==> config.mk <==
export PLATFORM = sky130hd
export DESIGN_NAME = hazard_ctrl_v2
export DESIGN_NICKNAME = d
export VERILOG_FILES = /design/src/rtl/hazard_ctrl_v2.sv
export SDC_FILE = /design/constraint.sdc
export NUM_CORES = 1
export LEC_CHECK = 0
export ABC_AREA = 0
export ABC_CLOCK_PERIOD_IN_PS = 3500
export CAP_MARGIN = 25
export CORE_UTILIZATION = 40
export DETAILED_ROUTE_END_ITERATION = 10
export PLACE_DENSITY = 0.78
export SETUP_SLACK_MARGIN = 0.3
export SKIP_LAST_GASP = 1
export SYNTH_ARGS = -nofsm -noshare
export SYNTH_HDL_FRONTEND = slang
export SYNTH_SLANG_ARGS = --single-unit
==> constraint.sdc <==
create_clock -name clk -period 3.5 [get_ports clk]
set_input_delay 0.525 -clock clk [delete_from_list [all_inputs] [get_ports clk]]
set_output_delay 0.525 -clock clk [all_outputs]
set_load 0.1 [all_outputs]
==> src/rtl/hazard_ctrl_v2.sv <==
// hazard_ctrl_v2: forwarding, stall/flush control, exception
// sequencing around fetch, and saturating perf counters.
module hazard_ctrl_v2 #(
  parameter int REG_AW = 5,
  parameter int CNT_W  = 32
) (
  input  logic              clk,
  input  logic              resetn,
  input  logic [REG_AW-1:0] rsD,
  input  logic [REG_AW-1:0] rtD,
  input  logic              branchD,
  input  logic              jrD,
  input  logic [REG_AW-1:0] rsE,
  input  logic [REG_AW-1:0] rtE,
  input  logic [REG_AW-1:0] rdE,
  input  logic [REG_AW-1:0] writeRegE,
  input  logic              regWriteE,
  input  logic              memToRegE,
  input  logic              div_busyE,
  input  logic [REG_AW-1:0] writeRegM,
  input  logic [REG_AW-1:0] rdM,
  input  logic              regWriteM,
  input  logic              memToRegM,
  input  logic              hilo_weM,
  input  logic              cp0_weM,
  input  logic [REG_AW-1:0] writeRegW,
  input  logic              regWriteW,
  input  logic              hilo_weW,
  input  logic              except_reqM,
  input  logic              inst_busy,
  input  logic              inst_data_ok,
  input  logic              data_busy,
  output logic [1:0]        forwardAE,
  output logic [1:0]        forwardBE,
  output logic [1:0]        forwardHiloE,
  output logic              forwardAD,
  output logic              forwardBD,
  output logic              forwardcp0E,
  output logic              stallF,
  output logic              stallD,
  output logic              stallE,
  output logic              stallM,
  output logic              stallW,
  output logic              flushF,
  output logic              flushD,
  output logic              flushE,
  output logic              flushM,
  output logic              flushW,
  output logic              pc_redirect,
  output logic              discard_fetch,
  output logic [CNT_W-1:0]  stall_cnt,
  output logic [CNT_W-1:0]  flush_cnt
);

  typedef enum logic {IDLE, WAIT_IF} state_t;

  state_t           state_q, state_d;
  logic [CNT_W-1:0] stall_cnt_q, flush_cnt_q;
  logic             lw_stall, br_stall, jr_stall, hz;
  logic             acc;

  // Bypass selects; M beats W, r0 never forwards
  always_comb begin
    forwardAE = 2'b00;
    forwardBE = 2'b00;
    forwardHiloE = 2'b00;
    if (rsE != '0 && regWriteM && writeRegM == rsE)
      forwardAE = 2'b10;
    else if (rsE != '0 && regWriteW && writeRegW == rsE)
      forwardAE = 2'b01;
    if (rtE != '0 && regWriteM && writeRegM == rtE)
      forwardBE = 2'b10;
    else if (rtE != '0 && regWriteW && writeRegW == rtE)
      forwardBE = 2'b01;
    if (hilo_weM)
      forwardHiloE = 2'b10;
    else if (hilo_weW)
      forwardHiloE = 2'b01;
    forwardAD = rsD != '0 && regWriteM && writeRegM == rsD;
    forwardBD = rtD != '0 && regWriteM && writeRegM == rtD;
    forwardcp0E = cp0_weM && rdM == rdE;
  end

  // Load-use and branch/jr operand hazards
  always_comb begin
    lw_stall = memToRegE && rtE != '0 &&
               (rsD == rtE || rtD == rtE);
    br_stall = branchD &&
      ((regWriteE && writeRegE != '0 &&
        (writeRegE == rsD || writeRegE == rtD)) ||
       (memToRegM &&
        (writeRegM == rsD || writeRegM == rtD)));
    jr_stall = jrD &&
      ((regWriteE && writeRegE != '0 &&
        writeRegE == rsD) ||
       (memToRegM && writeRegM == rsD));
    hz = lw_stall | br_stall | jr_stall;
  end

  // Prioritised stage controls and exception sequencing
  always_comb begin
    state_d = state_q;
    stallF = 1'b0;
    stallD = 1'b0;
    stallE = 1'b0;
    stallM = 1'b0;
    stallW = 1'b0;
    flushF = 1'b0;
    flushD = 1'b0;
    flushE = 1'b0;
    flushM = 1'b0;
    flushW = 1'b0;
    pc_redirect = 1'b0;
    discard_fetch = 1'b0;
    acc = except_reqM && !data_busy && state_q == IDLE;
    if (data_busy) begin
      stallF = 1'b1;
      stallD = 1'b1;
      stallE = 1'b1;
      stallM = 1'b1;
      flushW = 1'b1;
    end else if (acc) begin
      flushF = 1'b1;
      flushD = 1'b1;
      flushE = 1'b1;
      flushM = 1'b1;
      flushW = 1'b1;
      pc_redirect = 1'b1;
    end else if (div_busyE) begin
      stallF = 1'b1;
      stallD = 1'b1;
      stallE = 1'b1;
      flushM = 1'b1;
    end else if (hz) begin
      stallF = 1'b1;
      stallD = 1'b1;
      flushE = 1'b1;
    end else if (inst_busy && !inst_data_ok) begin
      stallF = 1'b1;
      flushD = 1'b1;
    end
    if (state_q == WAIT_IF) begin
      stallF = 1'b1;
      flushD = 1'b1;
      discard_fetch = inst_data_ok;
    end
    if (acc)
      state_d = (inst_busy && !inst_data_ok) ? WAIT_IF : IDLE;
    else if (state_q == WAIT_IF && inst_data_ok)
      state_d = IDLE;
  end

  // State register and saturating perf counters
  always_ff @(posedge clk or negedge resetn) begin
    if (!resetn) begin
      state_q <= IDLE;
      stall_cnt_q <= '0;
      flush_cnt_q <= '0;
    end else begin
      state_q <= state_d;
      if (stallF && stall_cnt_q != '1)
        stall_cnt_q <= stall_cnt_q + CNT_W'(1);
      if (acc && flush_cnt_q != '1)
        flush_cnt_q <= flush_cnt_q + CNT_W'(1);
    end
  end

  assign stall_cnt = stall_cnt_q;
  assign flush_cnt = flush_cnt_q;

endmodule

# Yosys cells after proc, flatten, opt, wreduce, memory -nomap -nowiden
# Cells that the tools add are included.
[word_totals]
ff_bits = 65
in_bits = 62
output_inout_bits = 85
word_cells = 98
[op_classes]
n_addsub = 2
eq_ne = 13
mux = 36
n_bitwise = 3
n_reduce_logical = 41
[op_table]
columns = ["cell", "n"]
rows = [
  ["adder 32 x 1 -> 32 bit (second input constant)", 2],
  ["!= test 32 bit (second input constant)", 2],
  ["== test 5 bit", 11],
  ["two-way mux 1 bit", 33],
  ["logical AND 1 bit", 28],
  ["nonzero test 5 bit", 5],
  ["two-way mux 2 bit", 3],
  ["logical OR 1 bit", 5],
  ["logical NOT 1 bit", 2],
  ["OR 1 bit", 2],
  ["nonzero test 2 bit", 1],
  ["inverter 1 bit", 1],
]

# Depth between registers and ports, before layout
[depth]
word_depth = 13
mapped_depth = 9
depth_no_buf = 8

# Worst setup path after synthesis
# Ideal clock, no wire load.
[synth_timing]
path_type = "input to output"
startpoint = "in rtE[2]"
endpoint = "out forwardBE[0]"
t_arrival_ps = 5945
required_ps = 2975
path_slack_ps = -2970
cell_stages = 5
path_buffers = 1
cell_sequence = "clkbuf_1 or4_1 nor2_1 nor4_1 nor4_1"
[synth_via]
elab_chain_len = 5
word_cells_on_any_way = 9
cone_classes = "eq/ne (2); mux (2); reduce/logical (5)"
[synth_rtl]
columns = ["item", "line", "source"]
rows = [
  ["from (decl)", "14", "input logic [REG_AW-1:0] rtE,"],
  ["nonzero test 5 bit", "71, 73", ""],
  ["logical AND 1 bit (2 in series)", "73", "else if (rtE != '0 && regWriteW && writeRegW == rtE)"],
  ["two-way mux 1 bit", "73", ""],
  ["two-way mux 2 bit (*)", "71", "if (rtE != '0 && regWriteM && writeRegM == rtE)"],
  ["to (decl)", "34", "output logic [1:0] forwardBE,"],
]
# Mark *: on every way between the ends. The rest lies on a longest branch, timed or not.

# Worst setup path in the final report
[layout_timing]
startpoint = "in rtE[1]"
endpoint = "out flushD"
[layout_via]
elab_chain_len = 10
word_cells_on_any_way = 13
cone_classes = "eq/ne (2); mux (5); bitwise (2); reduce/logical (4)"
[layout_rtl]
columns = ["item", "line", "source"]
rows = [
  ["== test 5 bit / nonzero test 5 bit (equally long branches)", "87, 86", ""],
  ["logical OR 1 bit / logical AND 1 bit (equally long branches)", "87, 86", ""],
  ["logical AND 1 bit (*)", "86", "lw_stall = memToRegE && rtE != '0 &&"],
  ["OR 1 bit (*) (2 in series)", "97", "hz = lw_stall | br_stall | jr_stall;"],
  ["two-way mux 1 bit (*)", "134", "end else if (hz) begin"],
  ["two-way mux 1 bit (*)", "129", "end else if (div_busyE) begin"],
  ["two-way mux 1 bit (*)", "122", "end else if (acc) begin"],
  ["two-way mux 1 bit (*)", "116", "if (data_busy) begin"],
  ["two-way mux 1 bit (*)", "142", "if (state_q == WAIT_IF) begin"],
  ["to (decl)", "45", "output logic flushD,"],
]
# Marks and branches as above.

==> results summary <==
The flow ran to the end, and the final reports show no timing, DRC or antenna violations. The number of slew-limit violations in the final report is 0. Summed over all layers, the global routing overflow is 0. The floorplan has 36 rows.

The number of setup violations in the final report is 0. Counting tap cells, the placed design contains a total of a little under 700 instances. For the worst setup path, the data arrival time is about 2600 ps. The detailed router's first-iteration violation count is between 200 and 250. TritonCTS built the clock tree. The total core area is a little under 10,000 um2.

The number of enable-type register cells in the synthesized netlist is 0. The worst max-slew margin expressed relative to the limit came out at 32.12%. Summed over all instances, the cell type with the most area after synthesis is sky130_fd_sc_hd__dfrtp_1. The top-area cell type share of the netlist area is between 40% and 50%. The standby leakage power came out at around 2.4 nW. The clock sink total is 65. Once layout is complete, the utilization of the core stands at 61.65%.

After layout, the worst path uses roughly nine tenths of the clock period. The worst vdd rail ir drop is a little over 0.4 mV. Averaged over all synthesized cells, the footprint is 9.460 um2. Entering global routing, the biggest net connects 35 pins. The initial antenna violation count came out at 0. On the final layout, the worst hold slack is ~240 ps.

The maximum fanout along the worst path is 3. The clock tree skew after final layout is 10.00 ps. Compared with the post-synthesis result, the final layout area differs by 50.61%.

The total global-route track usage came out at between 20% and 30%. Setup slack closes at between 300 and 400 ps. The share of post-route cells with drive strength above 1 is 11.07%. By area the synthesized netlist is led by sky130_fd_sc_hd__dfrtp_1 (41%), sky130_fd_sc_hd__xor2_1 (14%), sky130_fd_sc_hd__xnor2_1 (11%). The register bit total from synthesis came out at 65. The total count of hold-check failures in the final report came out at 0.

Across the run, the number of max-cap violations was 0. The average wire length per cell after detail routing is approximately 16 um. The post-detailed-route count of antenna-violating nets came out at 0. The number of vias after detailed routing came out at between 3,000 and 4,000. Overall power consumption after layout is estimated at about 2.8 mW. The synthesized area came out at 3983 um2. The clock reaches the later pin of the worst-skew pair after roughly 350 ps. The summed negative setup slack over all endpoints is 0 ps.

The sequential element share of the synthesized area is between 40% and 50%. The largest single stage delay on the critical path is about 550 ps. The worst setup slack before clock tree synthesis came out at between 100 and 150 ps. Leaving out filler cells and counting taps, the final layout contains ~710. The number of H-tree levels came out at 3. The slew at the pin closest to its max-slew limit came out at ~1000 ps. STA classifies the critical path startpoint as an input pin. The number of vias per cell came out at between 5 and 6. The worst path required time is 2970 ps. After clock tree synthesis, the clock-pin slew on the worst setup and hold paths is ~70 ps. The final period demand of the worst path is around 3100 ps. For this run, the leading register cell type out of synthesis is sky130_fd_sc_hd__dfrtp_1. The final cell area excluding filler cells is roughly 6000 um2. Clock tree synthesis inserted a total of 9 buffers. The number of warnings printed during yosys synthesis is 0. The kind of path behind the tightest hold check is input pin to async pin. The estimated wirelength of the detail-placed design came out at approximately 8600 um. The count of input and output buffers came out at about 150.

The total power divided by cell area came out at around 470 nW/um2. The upper clock frequency limit came out at around 320 MHz. The clock root buffer master is sky130_fd_sc_hd__clkbuf_8. Summed over all layers, the routed wires come to ~11,000 um. The antenna diode count came out at 0. The die span in y came out at around 100 um. The synthesized instance count came out at approximately 420.

For this design, the CTS-stage hold fixing added 0 buffers. The post-synthesis cell type count is between 40 and 50. Setup repair after global routing left no endpoint under its margin. The signal on the critical path passes through clkdlybuf4s50_1 -> or4_1 -> o21ai_1 -> o22ai_2 -> nor3_2 -> a31oi_1 -> o21bai_2 -> buf_12.

The final weighted congestion in routability-driven placement came out at 0.9754. For this configuration, the core starts out at a cell density of between 40% and 50%. The startpoint-to-endpoint class of the critical path is input pin to output pin. Synthesis produced a netlist with a net count of between 400 and 500.

The horizontal die dimension came out at 101.8 um. The DRC violation count after routing is 0. The final layout net count is approximately 640. The first-pass iteration count of the detailed router is 4.

The number of buffers on the longest clock path came out at 2. The wire length of the first global-routing pass is between 15,000 and 20,000 um. The worst setup path is captured at an output pin. The proportion of synthesized flip-flops having asynchronous set or reset came out at 100.0%. The via count of the first global-routing pass came out at around 3,600. The area of the die is 10,360 um2. Pin placement for this block handled approximately 150 I/O pins. The placed cell area came out at 5751 um2.

The critical path's slowest cell is sky130_fd_sc_hd__or4_1.
-- cell usage after synthesis, drive strengths merged (8+ instances only) --
library cell and n:
nor4 28, xor2 65, nand2 34, inv 11, xnor2 50, nor2 27, nand4 26, nor3 18
nand3 24, dfrtp 65, o21ai 8, buf 10
-- flip-flops by register name (all words and copies together), names as in the netlist --
name and count:
stall_cnt 32, state_q 1, flush_cnt 32
-- power breakdown --
| group | switching [mW] | internal [mW] | leakage, nW |
|---|---|---|---|
| Clock | 0.294 | 0.343 | 0.0981 |
| Combinational | 0.911 | 0.358 | 1.49 |
| Sequential | 0.106 | 0.832 | 0.856 |
| Total | 1.31 | 1.53 | 2.44 |
-- worst max-delay path: cells and delay by family --
kind,cells,cell delay [ps]
AOI/OAI and AO/OA,4,640
buffers and inverters,2,630
and+or+nand+nor,2,790
-- kinds of logic (layout without fill, tap and decap cells) --
family / Yosys count / in the layout / share of synthesized area, %
other: 1 / 1 / 0.09416
AO/OA/AOI/OAI: 24 / 24 / 4.021
adder cells (fa/ha/maj): 2 / 2 / 0.6282
AND/OR/NAND/NOR: 184 / 184 / 24.98
multiplexers: 3 / 3 / 0.8482
flip-flops: 65 / 65 / 40.84
XOR/XNOR: 115 / 115 / 25.29
buffers and inverters: 27 / 184 / 3.299
-- cell type report --
cell class                      count  area, um2
Tap cell                          133      166.4
Clock inverter                      5      56.30
Sequential cell                    65       1627
Clock buffer                       10      137.6
Multi-Input combinational cell    329       2306
Timing Repair Buffer              158       1664
Inverter                           11      41.29
Fill cell                         821       3731
-- cells in the final DEF, fill, tap and decap left out, drive strengths merged, types with 4 or more instances in the layout --
cell / instances
a21oi: 5
nand2: 34
nand4: 26
nor4: 28
xnor2: 50
o21ai: 8
clkbuf: 11
inv: 11
clkdlybuf4s50: 123
or4: 6
nand3: 24
nor2: 27
and4: 4
dfrtp: 65
buf: 33
and2: 4
xor2: 65
nor3: 18
-- worst paths after layout --
kind                               from            end  slack [ps]  cells past startpoint
setup / recovery                 rtE[1]         flushD         400                      8
hold / removal                   resetn  flush_cnt[16]         240                      1
setup reg to reg           flush_cnt[4]   flush_cnt[1]        1110                      6
hold reg to reg            flush_cnt[9]   flush_cnt[9]         480                      1
max in group asynchronous        resetn  stall_cnt[30]        2380                      2
min in group clk           flush_cnt[9]   flush_cnt[9]         480                      1
-- layer usage --
layer,global-route usage (%),wire length [um],vias up
met3,5.935,776,17
met1,25.30,4502,1834
met5,0,0,-
met4,7.804,191,0
met2,38.51,5628,131
li1,-,-,1782
-- timing repair --
action / CTS / global route
gates resized for setup: 1 / 3
hold endpoints to repair: 0 / 0
pin swaps: 1 / 2
buffers inserted: 1 / 1
gates cloned: 0 / 1
setup endpoints to repair: 1 / 3
Note: power is estimated with default switching activity, not from simulation.
